**src/rtl/uaz_pkg.sv**
```systemverilog
// Shared UAZ definitions: LSU state encoding, bus RW polarity and default widths
// used by the load/store unit, register bank and control unit.
package uaz_pkg;

  localparam int unsigned UAZ_DATA_W = 8;
  localparam int unsigned UAZ_ADDR_W = 8;

  localparam logic RW_READ  = 1'b1;
  localparam logic RW_WRITE = 1'b0;

  typedef enum logic [1:0] {
    IDLE = 2'd0,
    BUS  = 2'd1,
    DONE = 2'd2
  } uaz_lsu_state_e;

endpackage

```
**src/rtl/uaz_wait_timer.sv**
```systemverilog
// Wait-state counter for the LSU: counts BUS cycles without acknowledge and
// flags expiry on the cycle the count reaches TIMEOUT.
module uaz_wait_timer #(
  parameter int unsigned TIMEOUT = 15
) (
  input  logic clk_i,
  input  logic rst_i,
  input  logic clear_i,
  input  logic enable_i,
  output logic expired_o
);

  localparam int unsigned CW = $clog2(TIMEOUT + 1);

  logic [CW-1:0] cnt_q, cnt_d;

  // Expiry is flagged in the same cycle the increment takes the count to TIMEOUT.
  assign expired_o = enable_i && (cnt_q == CW'(TIMEOUT - 1));

  always_comb begin
    cnt_d = cnt_q;
    if (clear_i) begin
      cnt_d = '0;
    end else if (enable_i) begin
      cnt_d = cnt_q + 1'b1;
    end
  end

  always_ff @(posedge clk_i) begin
    if (rst_i) begin
      cnt_q <= '0;
    end else begin
      cnt_q <= cnt_d;
    end
  end

endmodule

```
**src/rtl/uaz_bus_lsu.sv**
```systemverilog
// UAZ load/store bus unit: one strobe/ack transfer per core request, all outputs registered.
// Optional wait-state abort is compiled in with `define UAZ_LSU_TIMEOUT_EN.
module uaz_bus_lsu
  import uaz_pkg::*;
#(
  parameter int unsigned DATA_W  = UAZ_DATA_W,
  parameter int unsigned ADDR_W  = UAZ_ADDR_W,
  parameter int unsigned TIMEOUT = 15
) (
  input  logic              Clk,
  input  logic              Rst,
  input  logic              i_Req,
  input  logic              i_We,
  input  logic [ADDR_W-1:0] i_Addr,
  input  logic [DATA_W-1:0] i_Wdata,
  output logic              o_Busy,
  output logic              o_Done,
  output logic              o_Err,
  output logic [DATA_W-1:0] o_Rdata,
  output logic [ADDR_W-1:0] o_Addres_Data_Bus,
  output logic [DATA_W-1:0] o_DataOut_Bus,
  output logic              o_RW,
  output logic              o_Strobe,
  input  logic              i_Ack,
  input  logic [DATA_W-1:0] i_Dato_Bus
);

  if (TIMEOUT < 1) begin : g_bad_timeout
    $error("uaz_bus_lsu: TIMEOUT must be at least 1");
  end

  uaz_lsu_state_e    state_q, state_d;
  logic [ADDR_W-1:0] addr_q, addr_d;
  logic [DATA_W-1:0] dout_q, dout_d;
  logic [DATA_W-1:0] rdata_q, rdata_d;
  logic              rw_q, rw_d;
  logic              strobe_q, busy_q, done_q;

`ifdef UAZ_LSU_TIMEOUT_EN
  logic tmo_expired;
  logic err_q, err_d;

  uaz_wait_timer #(
    .TIMEOUT (TIMEOUT)
  ) u_wait_timer (
    .clk_i     (Clk),
    .rst_i     (Rst),
    .clear_i   ((state_q == IDLE) && i_Req),
    .enable_i  ((state_q == BUS) && !i_Ack),
    .expired_o (tmo_expired)
  );

  assign o_Err = err_q;
`else
  assign o_Err = 1'b0;
`endif

  // Bus-side values are latched straight into the output registers on acceptance,
  // so the request fields need no separate holding registers.
  always_comb begin
    state_d = state_q;
    addr_d  = addr_q;
    dout_d  = '0;
    rw_d    = RW_READ;
    rdata_d = rdata_q;
`ifdef UAZ_LSU_TIMEOUT_EN
    err_d   = 1'b0;
`endif
    case (state_q)
      IDLE: begin
        if (i_Req) begin
          state_d = BUS;
          addr_d  = i_Addr;
          rw_d    = i_We ? RW_WRITE : RW_READ;
          dout_d  = i_We ? i_Wdata : '0;
        end
      end
      BUS: begin
        if (i_Ack) begin
          state_d = DONE;
          if (rw_q == RW_READ) begin
            rdata_d = i_Dato_Bus;
          end
`ifdef UAZ_LSU_TIMEOUT_EN
        end else if (tmo_expired) begin
          state_d = DONE;
          err_d   = 1'b1;
`endif
        end else begin
          rw_d   = rw_q;
          dout_d = dout_q;
        end
      end
      DONE:    state_d = IDLE;
      default: state_d = IDLE;
    endcase
  end

  always_ff @(posedge Clk) begin
    if (Rst) begin
      state_q  <= IDLE;
      addr_q   <= '0;
      dout_q   <= '0;
      rdata_q  <= '0;
      rw_q     <= RW_READ;
      strobe_q <= 1'b0;
      busy_q   <= 1'b0;
      done_q   <= 1'b0;
`ifdef UAZ_LSU_TIMEOUT_EN
      err_q    <= 1'b0;
`endif
    end else begin
      state_q  <= state_d;
      addr_q   <= addr_d;
      dout_q   <= dout_d;
      rdata_q  <= rdata_d;
      rw_q     <= rw_d;
      strobe_q <= (state_d == BUS);
      busy_q   <= (state_d != IDLE);
      done_q   <= (state_d == DONE);
`ifdef UAZ_LSU_TIMEOUT_EN
      err_q    <= err_d;
`endif
    end
  end

  assign o_Busy            = busy_q;
  assign o_Done            = done_q;
  assign o_Rdata           = rdata_q;
  assign o_Addres_Data_Bus = addr_q;
  assign o_DataOut_Bus     = dout_q;
  assign o_RW              = rw_q;
  assign o_Strobe          = strobe_q;

endmodule

```
**config.mk**
```make
export PLATFORM = sky130hd
export DESIGN_NAME = uaz_bus_lsu
export DESIGN_NICKNAME = d
export VERILOG_FILES = /design/src/rtl/uaz_pkg.sv /design/src/rtl/uaz_wait_timer.sv /design/src/rtl/uaz_bus_lsu.sv
export SDC_FILE = /design/constraint.sdc
export NUM_CORES = 1
export LEC_CHECK = 0
export CAP_MARGIN = 20
export CORE_ASPECT_RATIO = 1.5
export CORE_MARGIN = 10
export CORE_UTILIZATION = 41
export CTS_BUF_LIST = sky130_fd_sc_hd__clkbuf_16
export DETAILED_ROUTE_END_ITERATION = 10
export GPL_TIMING_DRIVEN = 0
export PLACE_DENSITY = 0.83
export SETUP_SLACK_MARGIN = 0.15
export SLEW_MARGIN = 30
export SYNTH_ARGS = -nofsm -noshare
export SYNTH_HDL_FRONTEND = slang
export SYNTH_SLANG_ARGS = --single-unit
```
**constraint.sdc**
```tcl
create_clock -name Clk -period 2.21 [get_ports Clk]
set_input_delay 0.442 -clock Clk [delete_from_list [all_inputs] [get_ports Clk]]
set_output_delay 0.442 -clock Clk [all_outputs]
set_load 0.03 [all_outputs]
```
Word level (Yosys, flattened, before mapping)
Index checks and enable logic that the tools add are counted.

storage, ports and cells
  output and inout bits = 29
  word-level logic and storage cells = 27
  bits in registers = 30
  input bits = 29

operators by class
  reduce and logical (&&, ||, !) cells = 4
  muxes and demuxes = 11
  equality and inequality tests = 4

operators by type and width
  kind                                                              number
  8-bit two-way mux                                                 3
  8-bit one-hot mux with 2 select lines                             1
  2-bit by 1-bit == test with 1-bit output (second input constant)  2
  2-bit two-way mux                                                 2
  2-bit one-hot mux with 2 select lines                             1
  1-bit two-way mux                                                 3
  3-bit AND reduction                                               1
  2-bit == test (second input constant)                             1
  2-bit logical NOT                                                 1
  2-bit != test (second input constant)                             1
  1-bit one-hot mux with 2 select lines                             1
  2-bit AND reduction                                               1
  2-bit nonzero test                                                1

Logic depth before layout (Yosys ltp)
  word-level depth = 3
  gate-level depth with buffers = 5
  mapped depth without buffers = 3

Least setup slack after synthesis
OpenSTA, ideal clock, no wires.

  kind = input to register
  from = input Rst
  to = register rw_q, in the netlist o_RW
  cell stages on the path = 4
  arrival time = 1.109 ns
  setup slack = 0.987 ns
  buffers on the path = 1
  cells stage by stage = buf_2 nor2_1 o21ai_4 a21o_1

RTL lines
  item                  RTL line            text
  start, declared       uaz_bus_lsu.sv:11   input logic Rst,
  end signal, assigned  uaz_bus_lsu.sv:117  rw_q <= rw_d;
  end, declared         uaz_bus_lsu.sv:36   logic rw_q, rw_d;

Final worst setup path
  from = register rw_q, in the netlist o_RW
  to = output o_RW

RTL lines
  item           RTL line           text
  end, declared  uaz_bus_lsu.sv:22  output logic o_RW,

No word-level cell between the ends.

==> results.toml <==
[outcome]
outcome = "complete, no violations"

[floorplanning]
design.core.area_mm2 = 0.00250
ios = 58
die_w_um = 62.2
start_util = 0.438
die_area_mm2 = 0.00519
die_h_um = 83.4
std_cell_rows = 22

[layout]
multi_input_area_um2 = 442
final_cell_mix = "clkdlybuf4s50_1 (55), dfxtp_1 (30), nor2_1 (20)"
syn_to_final_growth_pct = 66.8
fin_nets = 200
nFillCells = 190
utilization = 0.731
final_common_cell = "clkdlybuf4s50_1"
seqCellArea_um2 = 601
drive_gt1_frac = 0.0872
diodes = 0
design_area_mm2 = 0.00183

[clocking]
postCtsHoldBufs = 0
clock_latency_ns = 0.27
htreeDepth = 2
clkSinkCount = 30
clock-root-buffer = "clkbuf_16"
cts_buffer_depth = 2
cts.clk_slew.worst_paths_ns = 0.05
post_cts_buffers = 0
numCtsBuffers = 5
cts_tree = "done"
cts.repair.resized = 0

[logic_synthesis]
yosys_warnings = 0
synth.avg_cell_area_um2 = 10.1
syn_area_mm2 = 0.00110
synth-seq-area-share = 0.547
synthesis.nets = 138
synthCells = 109
ys_types = 19
ys_ff_latch = 30

[place]
numPortBuffers = 55
dpl-instance-area_mm2 = 0.00169
dp_hpwl_um = 2400
place_ws_ns = 0.455
gp_congestion = 0.729

[routing]
top_layer = "met4"
vias = 979
wl_met1_um = 1150
wire_per_inst_um = 14.4
drc_errors = 0
drt_iter0_drc = 14
antenna_left = 0
wl_um = 3000
drt_pass1_iterations = 3
wl_met2_um = 1550
met3_length_um = 203
via_per_inst = 4.71

[critical_path]
critical_path_class = "reg -> out"
path_cells = "clkdlybuf4s50_1"
cp_max_fo = 4
arrival_ns = 1.35
crit_path_start_kind = "flop"
critical_path.top_delay_family = "buffers and inverters"
crit_required_ns = 1.77
cp-end-kind = "primary output"
cpMaxStageDelayCell = "clkdlybuf4s50_1"
crit_path_max_incr_delay_ns = 0.71
critPathBufInv = 1

[power]
leakage_nw = 0.716
power_density_mw_per_mm2 = 793
p_sw_uw = 353
intPower_mw = 1.10
pwr-share-clk = 0.431
ir_drop_v = 0.000576
p_sw_frac = 0.243
p_comb_frac = 0.167
seq_power_share = 0.402

[sta]
hold_slack_ns = 0.455
max_freq_mhz = 559
layout_setup_ws_ns = 0.421
fin_crit_sh = 0.810
fin_crit_ns = 1.79
setup-violations-final = 0
skew_ns = 0.00375
slew_violations = 0
tns_ns = 0
rsz0062_at_grt = "no"
hold_viol = 0

[flow_run]
max_cap_violations = 0

[global_route]
grt_start_max_net_pins = 11
globalRouteTotalUtil = 0.121
first_global_vias = 1017
antenna_found_initial = 0
grt_pass1_wl_um = 4970
grt_overflow_total = 0

[hold_path]
holdCritPathClass = "reg -> reg"
==> flip-flops by register name, indices dropped and copies added (netlist names) <==
register / count
o_Addres_Data_Bus: 8
o_DataOut_Bus: 8
o_Rdata: 8
state_q: 2
o_Busy: 1
o_Done: 1
o_RW: 1
o_Strobe: 1
==> synth_stat cells <==
| master | n | area [µm²] |
|---|---|---|
| nor3b_2 | 2 | 25.0 |
| a21o_1 | 1 | 7.51 |
| dfxtp_1 | 30 | 601 |
| o21a_1 | 1 | 7.51 |
| buf_6 | 3 | 33.8 |
| nor2b_1 | 1 | 6.26 |
| buf_1 | 1 | 3.75 |
| a21oi_1 | 8 | 40.0 |
| nand4b_1 | 1 | 8.76 |
| buf_4 | 1 | 7.51 |
| conb_1 | 1 | 3.75 |
| and3_1 | 2 | 12.5 |
| mux2i_1 | 16 | 160 |
| o21ai_4 | 1 | 16.3 |
| buf_2 | 2 | 10.0 |
| and4b_1 | 1 | 10.0 |
| nor2_1 | 20 | 75.1 |
| nand2_1 | 16 | 60.1 |
| and3b_1 | 1 | 8.76 |
==> per-stage QoR <==
stage / instances / total power [mW]
3_5_place_dp: 200 / 0.838
6_report: 208 / 1.45
3_3_place_gp: 200 / 0.831
4_1_cts: 208 / 1.47
2_1_floorplan: 109 / 0.721
5_1_grt: 208 / 1.50
==> power groups by stage <==
stage	Combinational, mW	Clock (mW)	Sequential [mW]
4_1_cts	0.246	0.639	0.583
2_1_floorplan	0.0778	0	0.643
3_5_place_dp	0.244	0	0.594
3_3_place_gp	0.239	0	0.592
5_1_grt	0.260	0.658	0.585
6_report	0.242	0.626	0.583
==> worst register-to-register path, stage by stage (launching register included) <==
cell and delay [ns]:
dfxtp_1 0.30, buf_6 0.13, nor3b_2 0.20, buf_6 0.18, mux2i_1 0.22, nor2_1 0.06
==> path summary, 6_finish.rpt <==
check | start | end | slack, ns | depth (start not counted)
setup / recovery | o_RW$_SDFFE_PP1P_ | o_RW | 0.42 | 1
hold / removal | o_Rdata[7]$_SDFFE_PP0P_ | o_Rdata[7]$_SDFFE_PP0P_ | 0.45 | 2
setup reg to reg | state_q[0]$_SDFF_PP0_ | o_Addres_Data_Bus[3]$_SDFFE_PP0P_ | 0.99 | 5
hold reg to reg | o_Rdata[7]$_SDFFE_PP0P_ | o_Rdata[7]$_SDFFE_PP0P_ | 0.45 | 2
==> final cells by class <==
cell class              instances  share of cell area
multi-input cells              72               0.241
clock buffers                   5              0.0684
well taps                      36              0.0246
clock inverters                 3             0.00684
flip-flops and latches         30               0.328
repair buffers                 55               0.301
plain buffers                   7              0.0301
==> metal layers <==
layer  GRT usage  vias up
met5           0        -
met4      0.0998        0
met3      0.0417        8
met2       0.204       43
met1       0.115      445
li1            -      483
==> cell families after synthesis <==
kind of cell / Yosys count / synth area share
other: 1 / 0.00342
and+or+nand+nor: 44 / 0.188
DFF: 30 / 0.547
AOI/OAI and AO/OA: 11 / 0.0650
muxes: 16 / 0.146
buffers and inverters: 7 / 0.0502
Power figures use the tool's default switching activity.
